==> src/rtl/serial_adder_ctrl.sv <==
// Bit-serial adder: one full-adder cell stepped over WIDTH operand bits, LSB first,
// with the ripple carry held in a flop and a registered sum/cout plus done pulse.

module serial_fa_cell (
  input  logic a_i,
  input  logic b_i,
  input  logic c_i,
  output logic s_o,
  output logic c_o
);
  assign s_o = a_i ^ b_i ^ c_i;
  assign c_o = (a_i & b_i) | (a_i & c_i) | (b_i & c_i);
endmodule

module serial_adder_ctrl #(
  parameter int WIDTH = 8
) (
  input  logic             clk,
  input  logic             rst_n,
  input  logic             start,
  input  logic [WIDTH-1:0] a,
  input  logic [WIDTH-1:0] b,
  input  logic             cin,
  output logic             busy,
  output logic             done,
  output logic [WIDTH-1:0] sum,
  output logic             cout
);
  localparam int CNT_W = $clog2(WIDTH) + 1;
  localparam logic [CNT_W-1:0] CNT_LAST = CNT_W'(WIDTH - 1);
  localparam logic [CNT_W-1:0] CNT_ONE  = CNT_W'(1);

  typedef enum logic [1:0] {
    IDLE = 2'd0,
    RUN  = 2'd1,
    DONE = 2'd2
  } state_e;

  state_e             state_q, state_d;
  logic [WIDTH-1:0]   sreg_a_q, sreg_a_d;
  logic [WIDTH-1:0]   sreg_b_q, sreg_b_d;
  logic [WIDTH-1:0]   acc_q, acc_d;
  logic               carry_q, carry_d;
  logic [CNT_W-1:0]   cnt_q, cnt_d;
  logic [WIDTH-1:0]   sum_q, sum_d;
  logic               cout_q, cout_d;
  logic               s_bit, c_bit;
  logic [WIDTH-1:0]   acc_shift;

  serial_fa_cell u_fa (
    .a_i (sreg_a_q[0]),
    .b_i (sreg_b_q[0]),
    .c_i (carry_q),
    .s_o (s_bit),
    .c_o (c_bit)
  );

  always_ff @(posedge clk or negedge rst_n) begin
    if (!rst_n) begin
      state_q  <= IDLE;
      sreg_a_q <= '0;
      sreg_b_q <= '0;
      acc_q    <= '0;
      carry_q  <= 1'b0;
      cnt_q    <= '0;
      sum_q    <= '0;
      cout_q   <= 1'b0;
    end else begin
      state_q  <= state_d;
      sreg_a_q <= sreg_a_d;
      sreg_b_q <= sreg_b_d;
      acc_q    <= acc_d;
      carry_q  <= carry_d;
      cnt_q    <= cnt_d;
      sum_q    <= sum_d;
      cout_q   <= cout_d;
    end
  end

  always_comb begin
    state_d  = state_q;
    sreg_a_d = sreg_a_q;
    sreg_b_d = sreg_b_q;
    acc_d    = acc_q;
    carry_d  = carry_q;
    cnt_d    = cnt_q;
    sum_d    = sum_q;
    cout_d   = cout_q;

    // New sum bit enters at the MSB so that after WIDTH steps bit 0 sits at bit 0.
    acc_shift            = acc_q >> 1;
    acc_shift[WIDTH-1]   = s_bit;

    unique case (state_q)
      IDLE: begin
        if (start) begin
          sreg_a_d = a;
          sreg_b_d = b;
          carry_d  = cin;
          cnt_d    = '0;
          acc_d    = '0;
          state_d  = RUN;
        end
      end
      RUN: begin
        sreg_a_d = sreg_a_q >> 1;
        sreg_b_d = sreg_b_q >> 1;
        acc_d    = acc_shift;
        carry_d  = c_bit;
        cnt_d    = cnt_q + CNT_ONE;
        if (cnt_q == CNT_LAST) begin
          sum_d   = acc_shift;
          cout_d  = c_bit;
          state_d = DONE;
        end
      end
      DONE: begin
        state_d = IDLE;
      end
      default: begin
        state_d = IDLE;
      end
    endcase
  end

  assign busy = (state_q == RUN);
  assign done = (state_q == DONE);
  assign sum  = sum_q;
  assign cout = cout_q;

endmodule

==> config.mk <==
export PLATFORM = sky130hd
export DESIGN_NAME = serial_adder_ctrl
export DESIGN_NICKNAME = d
export VERILOG_FILES = /design/src/rtl/serial_adder_ctrl.sv
export SDC_FILE = /design/constraint.sdc
export NUM_CORES = 1
export LEC_CHECK = 0
export ABC_AREA = 1
export CORE_MARGIN = 3
export CORE_UTILIZATION = 51
export DETAILED_ROUTE_END_ITERATION = 6
export PLACE_DENSITY = 0.79
export REMOVE_ABC_BUFFERS = 1
export SYNTH_ARGS = -nofsm -noshare
export SYNTH_HDL_FRONTEND = slang
export SYNTH_SLANG_ARGS = --single-unit
==> constraint.sdc <==
create_clock -name clk -period 1.6 [get_ports clk]
set_clock_uncertainty 0.05 [all_clocks]
set_input_delay 0.32 -clock clk [delete_from_list [all_inputs] [get_ports clk]]
set_output_delay 0.32 -clock clk [all_outputs]
set_load 0.01 [all_outputs]
---- Word level (Yosys, flattened, before mapping) ----
Index checks and enable logic that the tools add are counted.
storage, ports and cells
  ROM bits ................................ 0
  memory bits (writable) .................. 0
  memories ................................ 0
  flip-flop bits (word level) ............. 40
  latch bits .............................. 0
operators by class
  div/mod/pow operators ................... 0
  multiply operators ...................... 0
  shift operators ......................... 0
  add/sub/neg operators ................... 1
  multiplexer cells ....................... 13
  bitwise gates (word level) .............. 7
  $lt $le $gt $ge ......................... 0
  reductions and logical operators ........ 5
  equality and inequality tests ........... 5
operators with widths
  kind                 number
  $pmux 8 s2           3
  $mux 8               3
  $pmux 4 s2           1
  $reduce_and 2->1     3
  $add 4x1->4 const B  1
  $eq 4x3->1 const B   1
  $mux 2               2
  $mux 4               1
  $pmux 2 s2           1
  $and 1x1->1          3
  $eq 2x1->1 const B   1
  $eq 2x2->1 const B   1
  $logic_not 2->1      1
  $ne 2x1->1 const B   1
  $ne 2x2->1 const B   1
  $or 1x1->1           2
  $pmux 1 s2           1
  $reduce_bool 2->1    1
  $xor 1x1->1          2
  $mux 1               1

---- Depth between registers and ports, before layout ----
  depth in word-level cells ............... 4
  depth in mapped cells ................... 6

---- By module ----
From an unflattened synthesis, not the netlist that was laid out.
second synthesis, totals
  cell total of the unflattened synthesis .. 191
  area total of the unflattened synthesis .. 1710.4 sq um
by module, submodules not included
  module             area an instance (sq um)  times used  seq. area each (sq um)  cells an instance
  serial_adder_ctrl  1690.4                    1           975.9                   190
  serial_fa_cell     20.0                      1           0.0                     1

---- Worst setup path after synthesis ----
OpenSTA, ideal clock, no wires.
  path kind ............................... register to register
  start point ............................. register cnt_q[0]
  end point ............................... register sum_q[7], in the netlist sum[7]
  required time ........................... 1.433 ns
  clock period less this slack ............ 1.172 ns
  cell stages (with the launch flop) ...... 7
  data arrival time ....................... 1.005 ns
  path buffers ............................ 1
  slack ................................... 0.428 ns
  setup time .............................. 0.117 ns
  cell sequence ........................... dfrtp_1 > ha_1 > nand2_1 > nor2_2 > buf_4 > nand3_1 > nand2_1
between the ends
  cells in the longest elaborated chain, start to end .. 2
ends and longest elaborated chain
  what                        RTL line  source
  start: declaration          44        logic [CNT_W-1:0] cnt_q, cnt_d;
  start signal: assignment    74        cnt_q <= cnt_d;
  $eq 4x3->1                  111       if (cnt_q == CNT_LAST) begin
  $reduce_and 2->1 (no line)  -
  end signal: assignment      75        sum_q <= sum_d;
  end: declaration            45        logic [WIDTH-1:0] sum_q, sum_d;
No other way between the ends.
A chain may end at the register's enable or synchronous reset.

---- Worst setup path in the final report ----
  start point ............................. register state_q[0]
  end point ............................... output done
between the ends
  cells in the longest elaborated chain, start to end .. 1
ends and longest elaborated chain
  what                      RTL line  source
  start: declaration        39        state_e state_q, state_d;
  start signal: assignment  69        state_q <= state_d;
  $eq 2x2->1                127       assign done = (state_q == DONE);
  end: declaration          25        output logic done,
No other way between the ends.

==> metrics <==
outcome=finished, final reports clean; DR pass1 iterations=4; HP Class=reg -> reg; Yosys top cell by area=dfrtp_1; crit path launch type=flip-flop; GRT Util Overall=19.4%; Max Clock Freq=approximately 0.64 GHz; Die Wd=64.5 µm; DR WL/cell=about 13 µm; R2R setup slack=roughly 0.13 ns; first-pass GRT wire length=6.11 mm; Yosys top cell area share=55.9%; Slew HR=between 60% and 70%; Gate power share=a little under two fifths; DP HPWL=2.34 mm; Placed Instances=263; actual slew at the worst max-slew pin=0.471 ns; die area=0.00416 mm²; setup TNS=0 ns; Synth cell types=21; pwr/cell area=roughly 1800 mW/mm²; Clock Sinks=39; most used routing layer=met2; Gate Count Post-Synth=192; sequential share of the synthesized area=55.9%; maximum number of pins on one net before global-route repair=40; grt met1 use=between 20% and 30%; flops & latches, synth=39; Final nets=252; core area=0.00315 mm²; die height=between 60 and 70 µm; Worst Hold End=sum[0]; clk root buf=clkbuf_4; final hold viol count=0; fin cells=~280; critical path class=reg -> out; 1st-iter DRT viols=37; initial core utilization=55.4%; sequential share of power=43.8%; Psw=1.43 mW; DRC viols=0; Peak supply drop=~0.001 V; Pint=2.38 mW; CP Capture Type=output pin; worst r2r path cells=7; Clock power frac=between 10% and 20%; Crit Path Max Fanout=3; routed vias=approximately 1400; Skew-Pair Late Insertion Delay=0.35 ns; hold path cells=2; WHS=~0.43 ns; Post-Syn Area=0.00175 mm²; Routed WL=roughly 3.5 mm; Tcrit/Tclk final=97.0%; Net Sw Frac=a little under two fifths; Worst Min Path Start=sum[0]; Avg Inst Size Synth=between 9 and 10 µm²; depth of the CTS H-tree=2; Worst R2R Start=state_q[0]; yosys warns=0; minimum clock period=around 1.6 ns; # diodes=0; top area cells in the synthesized netlist=dfrtp_1 56%, nand2_1 15%, nand3_1 15%; clock buffer count from CTS=5; WP data arrival=1.18 ns; Clock transition at path regs=0.12 ns; pins over their slew limit=0; Port Buf Inserts=30; clk buf depth=2; row count=20; global route overflow=0; Via density=5.17; Setup Viol. Count Final=0; critical path data required time=1.23 ns; Routed Antenna Nets=0; Area Overhead vs Synth=24.4%; Leakage=about 1.1 nW; layout cell share with drive strength beyond 1=between 10 and 15%; FF-to-FF End=sum[7]; met2 usage=about 34%; vias in the first global route=1406; CTS tree=done; Max-cap violations=0; initial antenna violation count=0; RePlAce Congestion=0.725; I/O Pins=31; GR Util met3=6.07%
layer usage:
layer / vias to the layer above / wire length (µm)
li1: 707 / -
met4: 0 / 51
met2: 38 / 1780
met3: 7 / 185
met1: 669 / 1520
met5: - / 0
synthesized netlist by cell type, drive strengths merged:
library cell,count
fa,1
buf,10
a21oi,1
o21bai,1
ha,1
nor2,5
inv,5
nand4,1
o21ai,3
nand3,52
dfrtp,39
nand2,73
timing repair:
action	4_1_cts	5_1_grt
hold buffers	1	0
endpoints found under the hold margin	39	0
resized for setup	11	2
setup endpoints to repair	11	2
setup buffers	1	2
worst max-delay path by stage:
stage               startpoint  endpoint  cells past startpoint
floorplan           state_q[1]      cout                      6
CTS                 state_q[1]      busy                      4
detailed placement  state_q[0]      done                      2
finish              state_q[0]      done                      2
global placement    state_q[0]      done                      2
global route        state_q[0]      done                      2
power by group through the flow:
stage / combinational, mW / clock [mW] / sequential [mW]
floorplan: 0.834 / 0 / 1.69
global placement: 1.44 / 0 / 1.67
detailed placement: 1.49 / 0 / 1.70
CTS: 1.44 / 0.697 / 1.67
global route: 1.65 / 0.748 / 1.73
finish: 1.46 / 0.683 / 1.67
cell usage in the layout (no fill, tap or decap), types with 2 or more instances in the layout:
cell type / netlist / routed
clkdlybuf4s50_1: 0 / 18
inv_1: 3 / 3
dfrtp_1: 39 / 39
nor2_1: 3 / 3
nand2_1: 70 / 70
nand2_2: 2 / 2
dlygate4sd2_1: 0 / 10
o21ai_0: 3 / 3
nand3_1: 51 / 51
buf_4: 1 / 9
clkbuf_4: 0 / 5
critical path: stages, from the launching register on:
cell and delay, ns:
dfrtp_1 0.42, nor2_1 0.13, dlygate4sd2_1 0.28
kinds of logic (layout without fill, tap and decap cells):
logic type / after synthesis / after routing / synth area share (%)
simple gates: 131 / 131 / 33.6
flops: 39 / 39 / 55.9
buf+inv: 15 / 54 / 6.38
compound gates: 5 / 5 / 2.22
fa+ha+maj: 2 / 2 / 1.86
flip-flops by register name, summed over array words and instances (netlist names):
register	flops
carry_q	1
sreg_a_q	8
acc_q	7
state_q	2
cnt_q	4
sreg_b_q	8
sum	8
cout	1
layout make-up:
| cell class | instances | area (µm²) |
|---|---|---|
| Timing Repair Buffer | 41 | 375 |
| Inverter | 5 | 21.3 |
| Fill cell | 270 | 981 |
| Tap cell | 44 | 55.1 |
| Clock inverter | 2 | 35.0 |
| Sequential cell | 39 | 976 |
| Clock buffer | 6 | 51.3 |
| Multi-Input combinational cell | 138 | 658 |
stage by stage:
step	area (µm²)	total power, mW	worst slack [ns]	util [%]
finish	2170	3.81	0.0474	68.9
global route	2170	4.12	-0.00819	68.9
CTS	2160	3.81	0.000788	68.5
detailed placement	2070	3.19	0.106	65.7
global placement	2070	3.11	0.101	65.7
floorplan	1660	2.53	0.110	-
(Power assumes the default switching activity.)
